<file path="src/rtl/multicycle_ctrl_pkg.sv">
// Shared encodings for the multicycle CPU control path: opcodes, FSM states,
// ALUOp/PCSrc/RegDst selects, and the decoded instruction-class bundle.
package cpu_ctrl_pkg;

    localparam int OPW = 6;
    localparam int STW = 4;

    localparam logic [OPW-1:0] OP_ADD  = 6'b000000;
    localparam logic [OPW-1:0] OP_SUB  = 6'b000001;
    localparam logic [OPW-1:0] OP_ADDI = 6'b000010;
    localparam logic [OPW-1:0] OP_OR   = 6'b010000;
    localparam logic [OPW-1:0] OP_AND  = 6'b010001;
    localparam logic [OPW-1:0] OP_ORI  = 6'b010010;
    localparam logic [OPW-1:0] OP_SLL  = 6'b011000;
    localparam logic [OPW-1:0] OP_SLT  = 6'b100110;
    localparam logic [OPW-1:0] OP_SW   = 6'b110000;
    localparam logic [OPW-1:0] OP_LW   = 6'b110001;
    localparam logic [OPW-1:0] OP_BEQ  = 6'b110100;
    localparam logic [OPW-1:0] OP_J    = 6'b111000;
    localparam logic [OPW-1:0] OP_JR   = 6'b111001;
    localparam logic [OPW-1:0] OP_JAL  = 6'b111010;
    localparam logic [OPW-1:0] OP_HALT = 6'b111111;

    typedef enum logic [STW-1:0] {
        S_IF     = 4'b0000,
        S_ID     = 4'b0001,
        S_EXE_LS = 4'b0010,
        S_MEM    = 4'b0011,
        S_WB_LD  = 4'b0100,
        S_EXE_BR = 4'b0101,
        S_EXE_AL = 4'b0110,
        S_WB_AL  = 4'b0111,
        S_HALT   = 4'b1000
    } state_t;

    localparam logic [2:0] ALU_ADD = 3'b000;
    localparam logic [2:0] ALU_SUB = 3'b001;
    localparam logic [2:0] ALU_SLL = 3'b010;
    localparam logic [2:0] ALU_OR  = 3'b011;
    localparam logic [2:0] ALU_AND = 3'b100;
    localparam logic [2:0] ALU_SLT = 3'b101;

    localparam logic [1:0] PC_P4  = 2'b00;
    localparam logic [1:0] PC_BR  = 2'b01;
    localparam logic [1:0] PC_RS  = 2'b10;
    localparam logic [1:0] PC_JMP = 2'b11;

    localparam logic [1:0] RD_31 = 2'b00;
    localparam logic [1:0] RD_RT = 2'b01;
    localparam logic [1:0] RD_RD = 2'b10;

    typedef struct packed {
        logic alu_r;
        logic alu_i;
        logic ls;
        logic br;
        logic jmp;
        logic halt;
        logic bad;
    } cls_t;

endpackage

</file>
<file path="src/rtl/multicycle_ctrl_if.sv">
// Opcode/flag inputs and datapath control outputs of the multicycle control unit.
// mem_ready exists only when MULTICYCLE_CTRL_MEM_WAIT_EN is defined.
interface multicycle_ctrl_if;
    import cpu_ctrl_pkg::*;

    logic [OPW-1:0] opcode;
    logic           zero;
`ifdef MULTICYCLE_CTRL_MEM_WAIT_EN
    logic           mem_ready;
`endif
    logic           PCWre;
    logic           IRWre;
    logic           RegWre;
    logic           mRD;
    logic           mWR;
    logic           ALUSrcA;
    logic           ALUSrcB;
    logic           ExtSel;
    logic [2:0]     ALUOp;
    logic [1:0]     RegDst;
    logic           WrRegDSrc;
    logic           DBDataSrc;
    logic [1:0]     PCSrc;
    logic [STW-1:0] state_out;

    modport master (
        input  opcode, zero,
`ifdef MULTICYCLE_CTRL_MEM_WAIT_EN
        input  mem_ready,
`endif
        output PCWre, IRWre, RegWre, mRD, mWR, ALUSrcA, ALUSrcB, ExtSel,
               ALUOp, RegDst, WrRegDSrc, DBDataSrc, PCSrc, state_out
    );

    modport slave (
        output opcode, zero,
`ifdef MULTICYCLE_CTRL_MEM_WAIT_EN
        output mem_ready,
`endif
        input  PCWre, IRWre, RegWre, mRD, mWR, ALUSrcA, ALUSrcB, ExtSel,
               ALUOp, RegDst, WrRegDSrc, DBDataSrc, PCSrc, state_out
    );

endinterface

</file>
<file path="src/rtl/multicycle_ctrl_decode.sv">
// Combinational opcode decode: instruction class plus ALU operation and operand selects.
// Zero latency; no flow control.
module ctrl_decode
    import cpu_ctrl_pkg::*;
(
    input  logic [OPW-1:0] opcode_i,
    output cls_t           cls_o,
    output logic [2:0]     alu_op_o,
    output logic           alu_src_a_o,
    output logic           alu_src_b_o,
    output logic           ext_sel_o
);

    always_comb begin
        cls_o       = '0;
        alu_op_o    = ALU_ADD;
        alu_src_a_o = 1'b0;
        alu_src_b_o = 1'b0;
        ext_sel_o   = 1'b1;
        case (opcode_i)
            OP_ADD:  cls_o.alu_r = 1'b1;
            OP_SUB:  begin cls_o.alu_r = 1'b1; alu_op_o = ALU_SUB; end
            OP_OR:   begin cls_o.alu_r = 1'b1; alu_op_o = ALU_OR;  end
            OP_AND:  begin cls_o.alu_r = 1'b1; alu_op_o = ALU_AND; end
            OP_SLT:  begin cls_o.alu_r = 1'b1; alu_op_o = ALU_SLT; end
            OP_SLL:  begin cls_o.alu_r = 1'b1; alu_op_o = ALU_SLL; alu_src_a_o = 1'b1; end
            OP_ADDI: begin cls_o.alu_i = 1'b1; alu_src_b_o = 1'b1; end
            OP_ORI:  begin
                cls_o.alu_i = 1'b1;
                alu_op_o    = ALU_OR;
                alu_src_b_o = 1'b1;
                ext_sel_o   = 1'b0;
            end
            OP_SW, OP_LW:        begin cls_o.ls = 1'b1; alu_src_b_o = 1'b1; end
            OP_BEQ:              begin cls_o.br = 1'b1; alu_op_o = ALU_SUB; end
            OP_J, OP_JR, OP_JAL: cls_o.jmp  = 1'b1;
            OP_HALT:             cls_o.halt = 1'b1;
            default:             cls_o.bad  = 1'b1;
        endcase
    end

endmodule

</file>
<file path="src/rtl/multicycle_ctrl.sv">
// Multicycle CPU control FSM (IF/ID/EXE/MEM/WB); ALU 4, lw 5, sw 4, beq 3, jumps 2 cycles.
// Memory stalls in IF/MEM only with MULTICYCLE_CTRL_MEM_WAIT_EN; otherwise never stalls.
module multicycle_ctrl
    import cpu_ctrl_pkg::*;
(
    input  logic                CLK,
    input  logic                RST,
    multicycle_ctrl_if.master   bus
);

    state_t state_q, state_d;
    cls_t   cls;
    logic   mem_rdy;
    logic   is_lw;
    logic   pc_wre, ir_wre, reg_wre, m_rd, m_wr, wr_src, db_src;
    logic [1:0] reg_dst, pc_src;

    ctrl_decode u_dec (
        .opcode_i    (bus.opcode),
        .cls_o       (cls),
        .alu_op_o    (bus.ALUOp),
        .alu_src_a_o (bus.ALUSrcA),
        .alu_src_b_o (bus.ALUSrcB),
        .ext_sel_o   (bus.ExtSel)
    );

`ifdef MULTICYCLE_CTRL_MEM_WAIT_EN
    assign mem_rdy = bus.mem_ready;
`else
    assign mem_rdy = 1'b1;
`endif

    assign is_lw = (bus.opcode == OP_LW);

    always_comb begin
        state_d = state_q;
        case (state_q)
            S_IF:     if (mem_rdy) state_d = S_ID;
            S_ID: begin
                if (cls.br)                    state_d = S_EXE_BR;
                else if (cls.ls)               state_d = S_EXE_LS;
                else if (cls.halt)             state_d = S_HALT;
                else if (cls.alu_r||cls.alu_i) state_d = S_EXE_AL;
                else                           state_d = S_IF;
            end
            S_EXE_AL: state_d = S_WB_AL;
            S_EXE_LS: state_d = S_MEM;
            S_MEM:    if (mem_rdy) state_d = is_lw ? S_WB_LD : S_IF;
            S_HALT:   state_d = S_HALT;
            default:  state_d = S_IF;
        endcase
    end

    always_ff @(posedge CLK) begin
        if (RST) state_q <= S_IF;
        else     state_q <= state_d;
    end

    always_comb begin
        pc_wre  = 1'b0;
        ir_wre  = 1'b0;
        reg_wre = 1'b0;
        m_rd    = 1'b0;
        m_wr    = 1'b0;
        wr_src  = 1'b0;
        db_src  = 1'b0;
        reg_dst = RD_31;
        pc_src  = PC_P4;
        case (state_q)
            S_IF: ir_wre = mem_rdy;
            S_ID: begin
                // Jumps and unrecognised opcodes retire here; unknown ones fall through to PC+4.
                pc_wre = cls.jmp | cls.bad;
                case (bus.opcode)
                    OP_J:    pc_src = PC_JMP;
                    OP_JR:   pc_src = PC_RS;
                    OP_JAL:  begin pc_src = PC_JMP; reg_wre = 1'b1; end
                    default: ;
                endcase
            end
            S_EXE_BR: begin
                pc_wre = 1'b1;
                pc_src = bus.zero ? PC_BR : PC_P4;
            end
            S_MEM: begin
                if (is_lw) m_rd = 1'b1;
                else begin
                    m_wr   = 1'b1;
                    pc_wre = mem_rdy;
                end
            end
            S_WB_AL: begin
                reg_wre = 1'b1;
                pc_wre  = 1'b1;
                wr_src  = 1'b1;
                reg_dst = cls.alu_r ? RD_RD : RD_RT;
            end
            S_WB_LD: begin
                reg_wre = 1'b1;
                pc_wre  = 1'b1;
                wr_src  = 1'b1;
                db_src  = 1'b1;
                reg_dst = RD_RT;
            end
            default: ;
        endcase
        // Reset suppresses every architectural write in the same cycle it is seen.
        if (RST) begin
            pc_wre  = 1'b0;
            ir_wre  = 1'b0;
            reg_wre = 1'b0;
            m_rd    = 1'b0;
            m_wr    = 1'b0;
        end
    end

    assign bus.PCWre     = pc_wre;
    assign bus.IRWre     = ir_wre;
    assign bus.RegWre    = reg_wre;
    assign bus.mRD       = m_rd;
    assign bus.mWR       = m_wr;
    assign bus.RegDst    = reg_dst;
    assign bus.WrRegDSrc = wr_src;
    assign bus.DBDataSrc = db_src;
    assign bus.PCSrc     = pc_src;
    assign bus.state_out = state_q;

endmodule

</file>
<file path="src/flat_wrapper.sv">
// flat-port wrapper written by rule: the top's interface ports become plain ports
module multicycle_ctrl_flat import cpu_ctrl_pkg::*;
  (CLK, RST, bus_opcode, bus_zero, bus_PCWre, bus_IRWre, bus_RegWre, bus_mRD, bus_mWR, bus_ALUSrcA, bus_ALUSrcB, bus_ExtSel, bus_ALUOp, bus_RegDst, bus_WrRegDSrc, bus_DBDataSrc, bus_PCSrc, bus_state_out);
  multicycle_ctrl_if bus_i ();
  input  logic CLK;
  input  logic RST;
  input wire logic [$bits(bus_i.opcode)-1:0] bus_opcode;
  input wire logic [$bits(bus_i.zero)-1:0] bus_zero;
  output wire logic [$bits(bus_i.PCWre)-1:0] bus_PCWre;
  output wire logic [$bits(bus_i.IRWre)-1:0] bus_IRWre;
  output wire logic [$bits(bus_i.RegWre)-1:0] bus_RegWre;
  output wire logic [$bits(bus_i.mRD)-1:0] bus_mRD;
  output wire logic [$bits(bus_i.mWR)-1:0] bus_mWR;
  output wire logic [$bits(bus_i.ALUSrcA)-1:0] bus_ALUSrcA;
  output wire logic [$bits(bus_i.ALUSrcB)-1:0] bus_ALUSrcB;
  output wire logic [$bits(bus_i.ExtSel)-1:0] bus_ExtSel;
  output wire logic [$bits(bus_i.ALUOp)-1:0] bus_ALUOp;
  output wire logic [$bits(bus_i.RegDst)-1:0] bus_RegDst;
  output wire logic [$bits(bus_i.WrRegDSrc)-1:0] bus_WrRegDSrc;
  output wire logic [$bits(bus_i.DBDataSrc)-1:0] bus_DBDataSrc;
  output wire logic [$bits(bus_i.PCSrc)-1:0] bus_PCSrc;
  output wire logic [$bits(bus_i.state_out)-1:0] bus_state_out;
  assign bus_i.opcode = bus_opcode;
  assign bus_i.zero = bus_zero;
  assign bus_PCWre = bus_i.PCWre;
  assign bus_IRWre = bus_i.IRWre;
  assign bus_RegWre = bus_i.RegWre;
  assign bus_mRD = bus_i.mRD;
  assign bus_mWR = bus_i.mWR;
  assign bus_ALUSrcA = bus_i.ALUSrcA;
  assign bus_ALUSrcB = bus_i.ALUSrcB;
  assign bus_ExtSel = bus_i.ExtSel;
  assign bus_ALUOp = bus_i.ALUOp;
  assign bus_RegDst = bus_i.RegDst;
  assign bus_WrRegDSrc = bus_i.WrRegDSrc;
  assign bus_DBDataSrc = bus_i.DBDataSrc;
  assign bus_PCSrc = bus_i.PCSrc;
  assign bus_state_out = bus_i.state_out;
  multicycle_ctrl u_core (.CLK(CLK), .RST(RST), .bus(bus_i));
endmodule
</file>
<file path="config.mk">
export PLATFORM = sky130hd
export DESIGN_NAME = multicycle_ctrl_flat
export DESIGN_NICKNAME = d
export VERILOG_FILES = /design/src/rtl/multicycle_ctrl_pkg.sv /design/src/rtl/multicycle_ctrl_if.sv /design/src/rtl/multicycle_ctrl_decode.sv /design/src/rtl/multicycle_ctrl.sv /design/src/flat_wrapper.sv
export SDC_FILE = /design/constraint.sdc
export NUM_CORES = 1
export LEC_CHECK = 0
export CAP_MARGIN = 25
export CORE_UTILIZATION = 47
export CTS_CLUSTER_SIZE = 12
export DETAILED_ROUTE_END_ITERATION = 8
export DONT_BUFFER_PORTS = 1
export GPL_ROUTABILITY_DRIVEN = 0
export PLACE_DENSITY_LB_ADDON = 0.12
export SYNTH_ARGS = -nofsm -noshare
export SYNTH_HDL_FRONTEND = slang
export SYNTH_SLANG_ARGS = --single-unit
</file>
<file path="constraint.sdc">
create_clock -name CLK -period 2.7 [get_ports CLK]
set_clock_uncertainty 0.05 [all_clocks]
set_input_delay 0.675 -clock CLK [delete_from_list [all_inputs] [get_ports CLK]]
set_output_delay 0.675 -clock CLK [all_outputs]
set_load 0.02 [all_outputs]
</file>
# Yosys cells after proc, flatten, opt, wreduce, memory -nomap -nowiden
# Cells that the tools add are included.
# word_totals
regBits	4
latchBits	0
ram_bits	0
romBits	0
in_bits	9
elab_cells	75
memories	0
# op_classes
n_addsub	0
n_mul	0
div	0
n_lt_le_gt_ge	0
n_eq_ne	22
n_shift	0
mux	37
n_bitwise	1
reduce_logical	14
# op_table
op	count
equality test 6 bit, second input constant	8
equality test 6 x 5 -> 1 bit, second input constant	4
2-to-1 mux 1 bit	24
one-hot mux 4 bit (6 select lines)	1
equality test 4 x 3 -> 1 bit, second input constant	4
one-hot mux 3 bit (5 select lines)	1
OR reduction 15 bit	1
2-to-1 mux 4 bit	3
one-hot mux 2 bit (2 select lines)	3
OR reduction 2 bit	6
equality test 4 x 2 -> 1 bit, second input constant	2
equality test 6 x 1 -> 1 bit, second input constant	1
equality test 6 x 2 -> 1 bit, second input constant	1
logical NOT 6 bit	1
2-to-1 mux 3 bit	2
OR reduction 3 bit	2
OR reduction 6 bit	1
equality test 4 x 1 -> 1 bit, second input constant	1
equality test 4 bit, second input constant	1
logical NOT 4 bit	1
OR reduction 4 bit	1
one-hot mux 1 bit (3 select lines)	1
2-to-1 mux 2 bit	1
one-hot mux 1 bit (2 select lines)	1
2 further kinds	2

# Longest topological paths before layout
# depth
word_depth	9
mapped_depth	6
ltp_nobuf	5

# Cells and area by module
# A second synthesis with hierarchy kept.
# hier_totals
hier_cells	110
hier_area_um2	752.0
# by_module_without_submodules
mod	n_inst	cells_per_inst	area_each_um2
multicycle_ctrl	1	56	421.7
ctrl_decode	1	54	330.3

# Worst setup path after synthesis
# No wires, ideal clock.
# synth_path
path_type	in2out
start	in bus_opcode[3]
end	out bus_ALUOp[1]
t_arrival_ps	2174
required_time_ps	1975
setup_slack_ps	-199
path_stages	3
path_cell_list	buf_4 > clkbuf_1 > a2111oi_0
# synth_via
elab_chain_len	3
# synth_lines
item	line	source
start: declaration	flat_wrapper.sv:7	input wire logic [$bits(bus_i.opcode)-1:0] bus_opcode;
equality test 6 bit, or another cell as far along	multicycle_ctrl_decode.sv:20	case (opcode_i)
OR reduction 2 bit (no line)	n/a	
one-hot mux 3 bit (5 select lines) *	multicycle_ctrl_decode.sv:20	
end: declaration	flat_wrapper.sv:17	output wire logic [$bits(bus_i.ALUOp)-1:0] bus_ALUOp;
# Mark *: on every way between the ends. The rest lies on a longest branch, timed or not.

# Worst setup path in the final report
# layout_path
start	reg u_core.state_q[1], in the netlist u_core.bus.state_out[1]
end	out bus_PCWre
# layout_via
elab_chain_len	4
# layout_lines
item	line	source
start: declaration	multicycle_ctrl.sv:11	state_t state_q, state_d;
start signal: assignment	multicycle_ctrl.sv:56	else state_q <= state_d;
equality test 4 x 3 -> 1 bit	multicycle_ctrl.sv:69	case (state_q)
OR reduction 3 bit (no line)	n/a	
one-hot mux 1 bit (3 select lines) *	multicycle_ctrl.sv:69	
2-to-1 mux 1 bit *	multicycle_ctrl.sv:108	if (RST) begin
end: declaration	flat_wrapper.sv:9	output wire logic [$bits(bus_i.PCWre)-1:0] bus_PCWre;
# Marked as above.

==> metrics.cfg <==
[finish]
n_fill_cell = 138
syn2layout_area_growth_pct = 7.06
largest_reg_flops = 4
multi_input_area_um2 = 513
drive_above_1_share_pct = 20.2
nNetsFinal = 110
diodes = 0
regArea_um2 = 80.1
final_cell_area_um2 = 721

[synthesis]
syn-mean-instance-area_um2 = 6.87
ys_types = 43
synthFlopType = dfxtp_1
ys_ff_latch = 4
synthTopCellsByArea = dfxtp_1 (12%), a21oi_1 (4.5%), nand2_1 (4.5%)
synth_common_cells = nand2_1 (8), nor2_1 (8), a21oi_1 (6)
synth_edf_count = 0
synthCells = 98
syn_nets = 107
syn-cell-area_um2 = 673
synthArstFlopShare_pct = 0
synth_top_area_cell = dfxtp_1
synth_seq_area_share_pct = 11.9
synth_top_area_share_pct = 11.9
yosys_warnings = 0

[power]
power_density_nw_per_um2 = 271
finalPower_mw = 0.195
irDropWorstVdd_mv = 0.198
power.leakage_nw = 0.274

[cts]
clk_pin_slew_ns = 0.04
clk_latency_ns = 0.23
postCtsResizedCells = 0
cts_root_buf = clkbuf_4
cts_post_setup_buffers_inserted = 0
cts.path.max_buffers = 2
htree_levels = 1
ctsHoldBuffers = 0
clkSinkCount = 4
cts_tree = done
cts-buffers-inserted = 3

[place]
pre_cts_ws_ns = 0.238
placed_area_um2 = 698
place_hpwl_um = 1240
numPortBuffers = 0

[timing]
setup_viol = 0
worst_pin_slew_ns = 0.500
relSlewSlack_pct = 66.6
finalCritPeriodShare_pct = 95.6
fin_crit_ns = 2.58
slew_violations = 0
rsz0062_at_grt = false
final_hold_viol_count = 0
fin_tns_setup_ns = 0
layout_setup_ws_ns = 0.120
fmax_ghz = 0.388

[min_path]
hold_end = u_core.bus.state_out[3]
hold_path_depth = 1
min_from = RST
hold_class = primary input to flip-flop

[die]
placement_rows = 13
core_area_um2 = 1320
die_area_um2 = 1590
die_y_um = 39.8
start_util_pct = 51.1
ioPinCount = 30
die_w_um = 39.8

[worst_setup_path]
arrival_ns = 1.86
r2r-start = u_core.bus.state_out[1]
cpLargestDelayFamily = simple AND/OR/NAND/NOR gates
r2r_end = u_core.bus.state_out[2]
startpoint_type = flip-flop
rrSetupSlack_ns = 1.35
critPathMaxFanout = 11
crit_chain = nor2_2 > or4b_4 > a21oi_4 > a221o_1
cp_slowest_cell = or4b_4
reg2regPathDepth = 4
worstSetupStartpoint = u_core.bus.state_out[1]
slowest_delay_ns = 0.52
cp.required_ns = 1.98
end_kind = output pin
worst-path-buf-inv = 0
path_class = flip-flop to output pin

[global_routing]
grt_pass1_vias = 564
antenna_found_initial = 0
grt_max_degree = 19
grt_pass1_wl_um = 2460
grt-ovfl-total = 0
grt_use_total_pct = 22.3

[route]
drtPass1Iterations = 4
drtAntennaViolNets = 0
wl_per_cell_um = 14.6
drt-initial-drc-count = 20
drc_errors = 0
routed_wirelength_um = 1660
dr_total_vias = 736
vias_per_cell = 6.46

[run]
maxCapViolCount = 0

[status]
outcome = completed

==> area by class of cell <==
class                      count  share of cell area, %
multi-input combinational     78                   71.2
clock buffer                   3                   3.13
tap                           15                   2.60
sequential                     4                   11.1
timing repair buffer           9                   9.38
inverter                       5                   2.60
==> stage by stage <==
| stage | hold WS, ns | std cells | util, % |
|---|---|---|---|
| after CTS | 0.460 | 114 | 54.7 |
| after global placement | 0.579 | 111 | 53.0 |
| after detailed placement | 0.572 | 111 | 53.0 |
| final | 0.467 | 114 | 54.7 |
| after global routing | 0.465 | 114 | 54.7 |
| after floorplan | 0.600 | 98 | - |
==> worst max path at each step <==
stage / slack (ns) / depth (start not counted) / endpoint
final: 0.12 / 4 / bus_PCWre
after global routing: 0.02 / 3 / bus_RegDst[0]
after floorplan: 0.04 / 5 / bus_RegDst[1]
after CTS: 0.11 / 3 / bus_RegDst[0]
after global placement: 0.26 / 5 / bus_PCWre
after detailed placement: 0.24 / 5 / bus_PCWre
==> where the power goes <==
group,switching [mW],internal [mW],total [mW]
registers,0.00612,0.0617,0.0678
clock network,0.0215,0.0495,0.0710
logic,0.0321,0.0244,0.0565
total,0.0597,0.136,0.195
==> cell families after synthesis <==
| family | Yosys count | synth area share [%] |
|---|---|---|
| mux | 1 | 1.67 |
| buf+inv | 16 | 13.2 |
| compound gates | 25 | 26.8 |
| xor+xnor | 1 | 1.30 |
| flops | 4 | 11.9 |
| simple gates | 51 | 45.2 |
==> metal layers <==
| metal | track usage (%) | vias to the layer above | routed length [um] |
|---|---|---|---|
| met5 | 0 | - | 0 |
| met4 | 5.17 | 0 | 0 |
| met3 | 3.98 | 0 | 100 |
| met2 | 32.4 | 25 | 756 |
| met1 | 33.1 | 337 | 804 |
| li1 | - | 374 | - |
==> placed cells by master (no fill, tap or decap), types with 3 or more instances in the layout <==
master / synthesis / layout
buf_4: 2 / 9
nor2_1: 8 / 8
nand2_1: 8 / 8
a21oi_1: 6 / 6
nor3_1: 5 / 5
inv_1: 5 / 5
nand2b_1: 4 / 4
nor4_1: 4 / 4
dfxtp_1: 4 / 4
or3_1: 3 / 3
nor4b_1: 3 / 3
and3_1: 3 / 3
clkbuf_4: 0 / 3
No activity file was read; power rests on OpenSTA's default activity.
